==> config.mk <==
export PLATFORM = sky130hd
export DESIGN_NAME = mdu_iter
export DESIGN_NICKNAME = d
export VERILOG_FILES = /design/src/rtl/mdu_iter.sv
export SDC_FILE = /design/constraint.sdc
export NUM_CORES = 2
export LEC_CHECK = 0
export CAP_MARGIN = 0
export CORE_MARGIN = 4
export CORE_UTILIZATION = 30
export CTS_BUF_LIST = sky130_fd_sc_hd__clkbuf_8 sky130_fd_sc_hd__clkbuf_16
export DETAILED_ROUTE_END_ITERATION = 10
export HOLD_SLACK_MARGIN = 0.15
export PLACE_DENSITY = 0.53
export SLEW_MARGIN = 5
export SYNTH_ARGS = -nofsm -noshare
export SYNTH_HDL_FRONTEND = slang
export SYNTH_SLANG_ARGS = --single-unit
==> constraint.sdc <==
create_clock -name clk -period 36.4 [get_ports clk]
set_input_delay 9.1 -clock clk [delete_from_list [all_inputs] [get_ports clk]]
set_output_delay 9.1 -clock clk [all_outputs]
set_load 0.02 [all_outputs]
==> src/rtl/mdu_iter.sv <==
// Iterative RV64M multiply/divide unit: radix-2 shift-add multiply and restoring divide.
// Runs 64 iterations for 64-bit ops and 32 for W ops; divide-by-zero, overflow and illegal ops finish in one cycle.
module mdu_iter #(
  parameter int unsigned XLEN = 64
) (
  input  logic            clk,
  input  logic            reset,
  input  logic            start,
  input  logic [3:0]      op,
  input  logic [XLEN-1:0] srca,
  input  logic [XLEN-1:0] srcb,
  input  logic            flush,
  output logic            busy,
  output logic            done,
  output logic [XLEN-1:0] result
);

  typedef enum logic [1:0] {IDLE, RUN, DONE} stateE;
  typedef enum logic [3:0] {
    OP_MUL, OP_MULH, OP_MULHSU, OP_MULHU, OP_DIV, OP_DIVU, OP_REM, OP_REMU,
    OP_MULW, OP_DIVW, OP_DIVUW, OP_REMW, OP_REMUW
  } opE;

  stateE           state;
  logic [5:0]      cnt;
  logic [3:0]      opR;
  logic            isW, negRes;
  logic [XLEN-1:0] opA, opB, accHi, accLo;

  logic            inW, inMul, sgnA, sgnB, sa, sb, negFlag, divZero, ovf, illegal, special;
  logic [31:0]     negA32, negB32;
  logic [XLEN-1:0] absA, absB, specRes, loadLo;

  // Launch-side decode of the incoming operation
  always_comb begin
    inW     = op inside {OP_MULW, OP_DIVW, OP_DIVUW, OP_REMW, OP_REMUW};
    inMul   = op inside {OP_MUL, OP_MULH, OP_MULHSU, OP_MULHU, OP_MULW};
    sgnA    = op inside {OP_MULH, OP_MULHSU, OP_DIV, OP_REM, OP_DIVW, OP_REMW};
    sgnB    = op inside {OP_MULH, OP_DIV, OP_REM, OP_DIVW, OP_REMW};
    sa      = sgnA & (inW ? srca[31] : srca[XLEN-1]);
    sb      = sgnB & (inW ? srcb[31] : srcb[XLEN-1]);
    negA32  = -srca[31:0];
    negB32  = -srcb[31:0];
    absA    = inW ? {32'b0, (sa ? negA32 : srca[31:0])} : (sa ? -srca : srca);
    absB    = inW ? {32'b0, (sb ? negB32 : srcb[31:0])} : (sb ? -srcb : srcb);
    illegal = op > 4'd12;
    divZero = !inMul && !illegal && (inW ? (srcb[31:0] == '0) : (srcb == '0));
    ovf     = ((op == OP_DIV || op == OP_REM) && srca == {1'b1, {(XLEN-1){1'b0}}} && srcb == '1)
           || ((op == OP_DIVW || op == OP_REMW) && srca[31:0] == 32'h8000_0000 && srcb[31:0] == '1);
    special = illegal || divZero || ovf;
    negFlag = 1'b0;
    if (op inside {OP_MULH, OP_DIV, OP_DIVW}) negFlag = sa ^ sb;
    else if (op inside {OP_MULHSU, OP_REM, OP_REMW}) negFlag = sa;
    loadLo = inMul ? absB : (inW ? {absA[31:0], 32'b0} : absA);
    specRes = '0;
    if (divZero) begin
      case (op)
        OP_DIV, OP_DIVU, OP_DIVW, OP_DIVUW: specRes = '1;
        OP_REM, OP_REMU:                    specRes = srca;
        default:                            specRes = {{32{srca[31]}}, srca[31:0]};
      endcase
    end else if (ovf) begin
      case (op)
        OP_DIV:  specRes = srca;
        OP_DIVW: specRes = {{32{srca[31]}}, srca[31:0]};
        default: specRes = '0;
      endcase
    end
  end

  logic [XLEN:0]   mulSum, divShift;
  logic [XLEN-1:0] divSub, nextHi, nextLo, mulHiFix, qFix, rFix, finalRes;
  logic [31:0]     q32, r32;
  logic            divGe, opMul, last;

  // One iteration step plus the sign fixup applied on the final step
  always_comb begin
    mulSum   = {1'b0, accHi} + (accLo[0] ? {1'b0, opA} : '0);
    divShift = {accHi, accLo[XLEN-1]};
    divGe    = divShift >= {1'b0, opB};
    divSub   = divShift[XLEN-1:0] - opB;
    opMul    = opR inside {OP_MUL, OP_MULH, OP_MULHSU, OP_MULHU, OP_MULW};
    nextHi   = opMul ? mulSum[XLEN:1] : (divGe ? divSub : divShift[XLEN-1:0]);
    nextLo   = opMul ? {mulSum[0], accLo[XLEN-1:1]} : {accLo[XLEN-2:0], divGe};
    // High half of a 128-bit negation: invert, carry in only when the low half is zero
    mulHiFix = negRes ? (~nextHi + {{(XLEN-1){1'b0}}, (nextLo == '0)}) : nextHi;
    qFix     = negRes ? -nextLo : nextLo;
    rFix     = negRes ? -nextHi : nextHi;
    q32      = negRes ? -nextLo[31:0] : nextLo[31:0];
    r32      = negRes ? -nextHi[31:0] : nextHi[31:0];
    case (opR)
      OP_MUL:                        finalRes = nextLo;
      OP_MULH, OP_MULHSU, OP_MULHU:  finalRes = mulHiFix;
      OP_MULW:                       finalRes = {{32{nextLo[63]}}, nextLo[63:32]};
      OP_DIV, OP_DIVU:               finalRes = qFix;
      OP_REM, OP_REMU:               finalRes = rFix;
      OP_DIVW, OP_DIVUW:             finalRes = {{32{q32[31]}}, q32};
      OP_REMW, OP_REMUW:             finalRes = {{32{r32[31]}}, r32};
      default:                       finalRes = '0;
    endcase
    last = cnt == (isW ? 6'd31 : 6'd63);
  end

  always_ff @(posedge clk or posedge reset) begin
    if (reset) begin
      state  <= IDLE;
      cnt    <= '0;
      opR    <= '0;
      isW    <= 1'b0;
      negRes <= 1'b0;
      opA    <= '0;
      opB    <= '0;
      accHi  <= '0;
      accLo  <= '0;
      busy   <= 1'b0;
      done   <= 1'b0;
      result <= '0;
    end else begin
      busy <= 1'b0;
      done <= 1'b0;
      case (state)
        IDLE: begin
          if (start && !flush) begin
            opR    <= op;
            isW    <= inW;
            negRes <= negFlag;
            opA    <= absA;
            opB    <= absB;
            accHi  <= '0;
            accLo  <= loadLo;
            cnt    <= '0;
            if (special) begin
              result <= specRes;
              done   <= 1'b1;
              state  <= DONE;
            end else begin
              busy  <= 1'b1;
              state <= RUN;
            end
          end
        end
        RUN: begin
          if (flush) begin
            cnt   <= '0;
            state <= IDLE;
          end else begin
            accHi <= nextHi;
            accLo <= nextLo;
            if (last) begin
              cnt    <= '0;
              result <= finalRes;
              done   <= 1'b1;
              state  <= DONE;
            end else begin
              cnt  <= cnt + 6'd1;
              busy <= 1'b1;
            end
          end
        end
        default: state <= IDLE;
      endcase
    end
  end

endmodule

; Yosys cells after proc, flatten, opt, wreduce, memory -nomap -nowiden
; Index checks and enable logic that the tools add are counted.
[op_classes]
addsub = 12
n_lt_le_gt_ge = 2
n_eq_ne = 35
muxes = 58
bitwise_logic = 4
n_reduce_logical = 41
[ops]
columns = cell, n
row1 = 64-bit 2-to-1 mux, 23
row2 = 64-bit case mux with 2 select lines, 5
row3 = 64-bit case mux with 7 select lines, 1
row4 = 64-bit negation, 4
row5 = "64-bit equality test, second input constant", 2
row6 = 64-bit zero test, 2
row7 = 32-bit 2-to-1 mux, 4
row8 = 32-bit negation, 4
row9 = 64-bit by 64-bit adder with 65-bit output, 1
row10 = 65-bit by 64-bit greater-or-equal comparator with 1-bit output, 1
row11 = 64-bit by 1-bit adder with 64-bit output, 1
row12 = "32-bit equality test, second input constant", 2
row13 = 64-bit inverter, 1
row14 = 64-bit subtractor, 1
row15 = "4-bit equality test, second input constant", 10
row16 = "4-bit by 3-bit equality test with 1-bit output, second input constant", 8
row17 = 32-bit zero test, 1
row18 = 6-bit 2-to-1 mux, 4
row19 = 5-bit nonzero test, 4
row20 = "4-bit by 2-bit equality test with 1-bit output, second input constant", 4
row21 = 1-bit 2-to-1 mux, 13
row22 = 6-bit case mux with 2 select lines, 1
row23 = 2-bit OR reduction, 5
row24 = "4-bit by 1-bit equality test with 1-bit output, second input constant", 2
row25 = 24 further kinds, 48
[totals]
reg_bits = 336
inputBits = 136
output_inout_bits = 66
elab_cells = 164

; Logic depth before layout (Yosys ltp)
[logic_depth]
ltp_word = 10
depth_mapped = 30
mapped_depth_nobuf = 23

; Worst setup path before layout
; Ideal clock, no wire load.
[synth_path]
path_type = in2reg
from = input srca[20]
to = register result[59]
setup_ns = 0.087
arrival_time_ns = 12.534
required_ns = 36.313
slack_ns = 23.779
stages = 15
n_path_buf = 3
path_cell_list = or4_1 -> nor4_1 -> nor4b_1 -> nand3_1 -> or3_1 -> a21oi_1 -> a311o_1 -> o21a_1 -> o21ai_0 -> clkbuf_1 -> clkbuf_1 -> nor2_1 -> clkbuf_1 -> o41ai_2 -> o211ai_1
[synth_via]
elab_chain_cells = 9
elab_cells_between_ends = 15
classes_between = eq/ne: 3 / mux: 5 / reduce/logical: 7
[synth_rtl]
columns = item, line
row1 = "start, declared", 10  ; input logic [XLEN-1:0] srca,
row2 = 64-bit equality test or 32-bit equality test (tied branches), "48, 49"
row3 = "1-bit logical AND, on equally long branches (2 in series)", "48, 49"
row4 = 1-bit logical OR (*), 49  ; || ((op == OP_DIVW || op == OP_REMW) && srca[31:0] == 32'h8000_0000 && srcb[31:0] == '1);
row5 = 64-bit 2-to-1 mux, 62  ; end else if (ovf) begin
row6 = 64-bit 2-to-1 mux, 56  ; if (divZero) begin
row7 = 64-bit 2-to-1 mux, 132  ; if (special) begin
row8 = 64-bit 2-to-1 mux, 123  ; if (start && !flush) begin
row9 = 64-bit case mux with 2 select lines, 121  ; case (state)
row10 = "end signal, assigned", 133  ; result <= specRes;
row11 = "end signal, assigned", 151  ; result <= finalRes;
row12 = "end, declared", 15  ; output logic [XLEN-1:0] result
; Every way passes the cells marked *; elsewhere a longest branch is shown, timed or not. The select of a mux whose other input is x is not followed.
; A chain may end at the register's enable or synchronous reset.

; Final worst setup path
[layout_path]
from = input srcb[9]
to = register result[55]
[layout_via]
elab_chain_cells = 8
elab_cells_between_ends = 18
classes_between = eq/ne: 3 / mux: 6 / reduce/logical: 9
[layout_rtl]
columns = item, line
row1 = "start, declared", 11  ; input logic [XLEN-1:0] srcb,
row2 = 64-bit equality test or 32-bit equality test (tied branches), "48, 49"
row3 = "1-bit logical AND, on equally long branches", "48, 49"
row4 = 1-bit logical OR, 49
row5 = 64-bit 2-to-1 mux, 62
row6 = 64-bit 2-to-1 mux, 56
row7 = 64-bit 2-to-1 mux, 132
row8 = 64-bit 2-to-1 mux, 123
row9 = 64-bit case mux with 2 select lines, 121
; Several ways; a longest one is shown, not always the timed one. The select of a mux whose other input is x is not followed.

==> summary.md <==
| Metric | Value |
|---|---|
| Unrepaired setup endpoints after global routing | no |
| Critical Path Sink Type | flop |
| Combinational share of power | 73.7% |
| Worst endpoint required time | ~37 ns |
| Clk buf depth | 3 |
| Worst Skew | 0.0401 ns |
| Core area | roughly 120000 µm² |
| Final-stage net count | 5268 |
| Syn Inst Count | 4946 |
| Yosys reg bits | 336 |
| Setup TNS | 0 ns |
| CTS root buf | clkbuf_16 |
| VDD IR max | 0.0636 mV |
| WP buf/inv | 5 |
| CP arrival | between 15 and 20 ns |
| GR Overflow Total | 0 |
| Synth Cell Area | approximately 36000 µm² |
| Final Slew Violations | 0 |
| Overall routing resource usage | 34.2% |
| WS Path Type | in -> reg |
| Slowest stage delay, CP | 0.70 ns |
| Final wirelength | 224 mm |
| Max Cap Violations | 0 |
| Worst Path Max Fanout | 58 |
| Port Buffer Count | 201 |
| Wire length per cell | 34.1 µm |
| Lkg Pwr | 16.3 nW |
| Clk Latency, worst-skew pair | between 0.6 and 0.7 ns |
| Area Growth Syn to Fin | 15.1% |
| Outcome | finished, final reports clean |
| Initial antenna violation count | 44 |
| Rows | approximately 130 |
| # hold bufs at CTS | 0 |
| Final ANT Viol Nets | 0 |
| Internal Power | 1.78 mW |
| TritonCTS buffer count | 48 |
| Sequential power share | 15.3% |
| Post-CTS setup buffers | 0 |
| Vias in the first global route | 38.9k |
| Vias per cell | 6.47 |
| Die area | 125000 µm² |
| Slowest-stage cell, CP | nor2_1 |
| Clock share of power | 11.0% |
| Drt drc | 0 |
| Top cell by count, worst path | buf_4 |
| Yosys warning count | 0 |
| Vert. Die Dim | 353 µm |
| Post-cts resize count | 0 |
| Final setup fails | 0 |
| Clock sink count | 336 |
| Tightest Pin Transition | 1.42 ns |
| Fraction of layout cells with a size suffix above 1 | slightly below 7% |
| Max Fclk | 68.7 MHz |
| Startpoint Class | primary input |
| Die Wd | 353 µm |
| Area contributors post-synth | dfrtp_1 23%, o21ai_0 7.4%, nand2_1 7.1%, a21oi_1 5.5%, ha_1 4.8% |
| Pwr Density | about 110 nW/µm² |
| Cell taking the most area after synthesis | dfrtp_1 |
| Final hold vios | 0 |
| Setup slack at placement | 21.33 ns |
| Synth Flop Type | dfrtp_1 |
| IO Pins | 202 |
| Clock-pin slew on the worst setup and hold paths | 0.06 ns |
| DR vias | 42.6k |
| CTS tree | done |
| Syn Nets | 5220 |
| Post-route total power | 4.58 mW |
| Initial Util | 30.3% |
| First-pass DRT Iterations | 9 |
| Yosys top cell area share | 23.5% |
| Net Sw Frac | 61.1% |
| Global-route wire length before repair | 309 mm |
| EDFF count, synth | 0 |
| CP cell instances | clkdlybuf4s50_1 -> or4_1 -> nor4_1 -> nor4b_1 -> and3_1 -> nand3_1 -> nor2_1 -> a311o_1 -> o21a_1 -> o21ai_4 -> buf_4 -> inv_2 -> buf_4 -> nand2_1 -> buf_4 -> nor2_1 -> a22oi_1 -> o21ai_1 |
| Largest net degree at the start of global routing | ~150 |
| Final worst-path setup slack | 21.85 ns |
| Top Family by Delay on Critical Path | simple AND/OR/NAND/NOR gates |
| Synth cell types | 111 |
| NetSw | 2.80 mW |
| Initial drt markers | 5465 |
| Routability cong. | roughly 1.0 |
| Ys async rst share | 100% |
| HP Class | reg -> reg |
| H-tree depth | 2 |
| Minimum clock period | 14.55 ns |
| Rel. slew slack | 4.76% |
| Dpl hpwl | 178 mm |
| Period utilisation layout | 40.0% |
| Post-synthesis sequential area ratio | 23.5% |
| Syn avg cell area | approximately 7.2 µm² |
| Fillers | between 10k and 15k |
## final timing paths
kind | startpoint | to | slack [ns] | cells after the start
worst max-delay path | srcb[9] | result[55] | 21.85 | 18
worst min-delay path | opA[43] | opA[43] | 0.47 | 2
worst max register to register | accHi[9] | result[24] | 25.68 | 25
worst min register to register | opA[43] | opA[43] | 0.47 | 2
max in group asynchronous | reset | opA[46] | 25.15 | 4
min in group asynchronous | reset | opB[9] | 8.98 | 2
## layout by cell type, fill, tap and decap left out, types with 28 or more instances in the layout
master             n
clkbuf_16         48
a31oi_1           84
xor2_1           124
nand3_1          116
a21o_1            69
or3_1             57
o31ai_1           83
o221ai_1          28
and2_1            89
or4_1             33
mux2i_1           72
dfrtp_1          335
buf_4            145
a211oi_1          56
nor2_1           368
xnor2_1          159
clkdlybuf4s50_1  201
o41ai_1           29
inv_1            140
ha_1             136
nand2_1          675
o22ai_1           93
and3_1            32
a22o_1            31
nand4_1          121
nor4_1            50
nand2b_1          30
o211ai_1          48
nor3_1           122
a21oi_1          394
o21ai_0          530
## final cells by class
type / instances / area (µm²) / area share, %
well taps: 1536 / 1920 / 4.66
inverters: 136 / 518 / 1.26
clock buffers: 57 / 1330 / 3.21
multi-input cells: 4125 / 25600 / 62.0
clock inverters: 30 / 309 / 0.750
flip-flops and latches: 336 / 8410 / 20.4
diodes: 19 / 47.5 / 0.115
repair buffers: 347 / 3120 / 7.57
## cell usage after synthesis (all sizes together), types with 28 or more instances
cell and instances:
a21o 69, o41ai 34, and3 32, nor3 127
inv 134, nand2 679, xor2 124, nand2b 33
a22o 31, mux2i 72, o21ai 553, o211ai 48
or4 34, a31oi 84, and2 90, clkbuf 255
nand3 117, o22ai 94, a21oi 398, a211oi 58
dfrtp 336, xnor2 159, nor2 373, o221ai 28
or3 57, ha 136, nor4 52, nand4 123
buf 94, o31ai 84
## kinds of logic after synthesis
group | Yosys count | synth area share, %
fa+ha+maj | 138 | 4.86
simple gates | 1819 | 24.4
buf+inv | 485 | 5.48
mux | 80 | 2.26
flops | 336 | 23.5
xor+xnor | 283 | 6.92
compound gates | 1805 | 32.5
## per-stage QoR
stage | hold slack, ns | area (µm²) | util, % | cells
finish | 0.468 | 41200 | 34.9 | 6586
global route | 0.491 | 41200 | 34.8 | 6571
CTS | 0.475 | 41200 | 34.8 | 6567
detailed placement | 0.462 | 39500 | 33.4 | 6480
global placement | 0.454 | 39500 | 33.4 | 6480
floorplan | 0.442 | 35800 | - | 4946
## power groups by stage
stage / clock [mW] / sequential [mW] / combinational (mW)
floorplan: 0 / 0.636 / 1.92
global placement: 0 / 0.698 / 3.23
detailed placement: 0 / 0.699 / 3.22
CTS: 0.506 / 0.693 / 3.24
global route: 0.522 / 0.709 / 3.50
finish: 0.504 / 0.701 / 3.38
## worst min-delay path, cell delays in order, from the launching register on
cell	delay, ns
dfrtp_1	0.33
nand2_1	0.04
o21ai_0	0.06
## registers in the layout, summed over array words and instances (netlist names)
name    flops
accHi      64
accLo      64
opA        64
opB        64
result     64
cnt         6
opR         4
state       2
busy        1
done        1
isW         1
negRes      1
## per-layer routing
| metal | vias up | global-route usage [%] | routed length (µm) |
|---|---|---|---|
| li1 | 18566 | - | - |
| met1 | 20883 | 43.7 | 89300 |
| met2 | 2572 | 51.5 | 95800 |
| met3 | 586 | 8.50 | 22300 |
| met4 | 18 | 21.3 | 17000 |
| met5 | - | 0 | 116 |
Note: power is estimated with default switching activity, not from simulation.
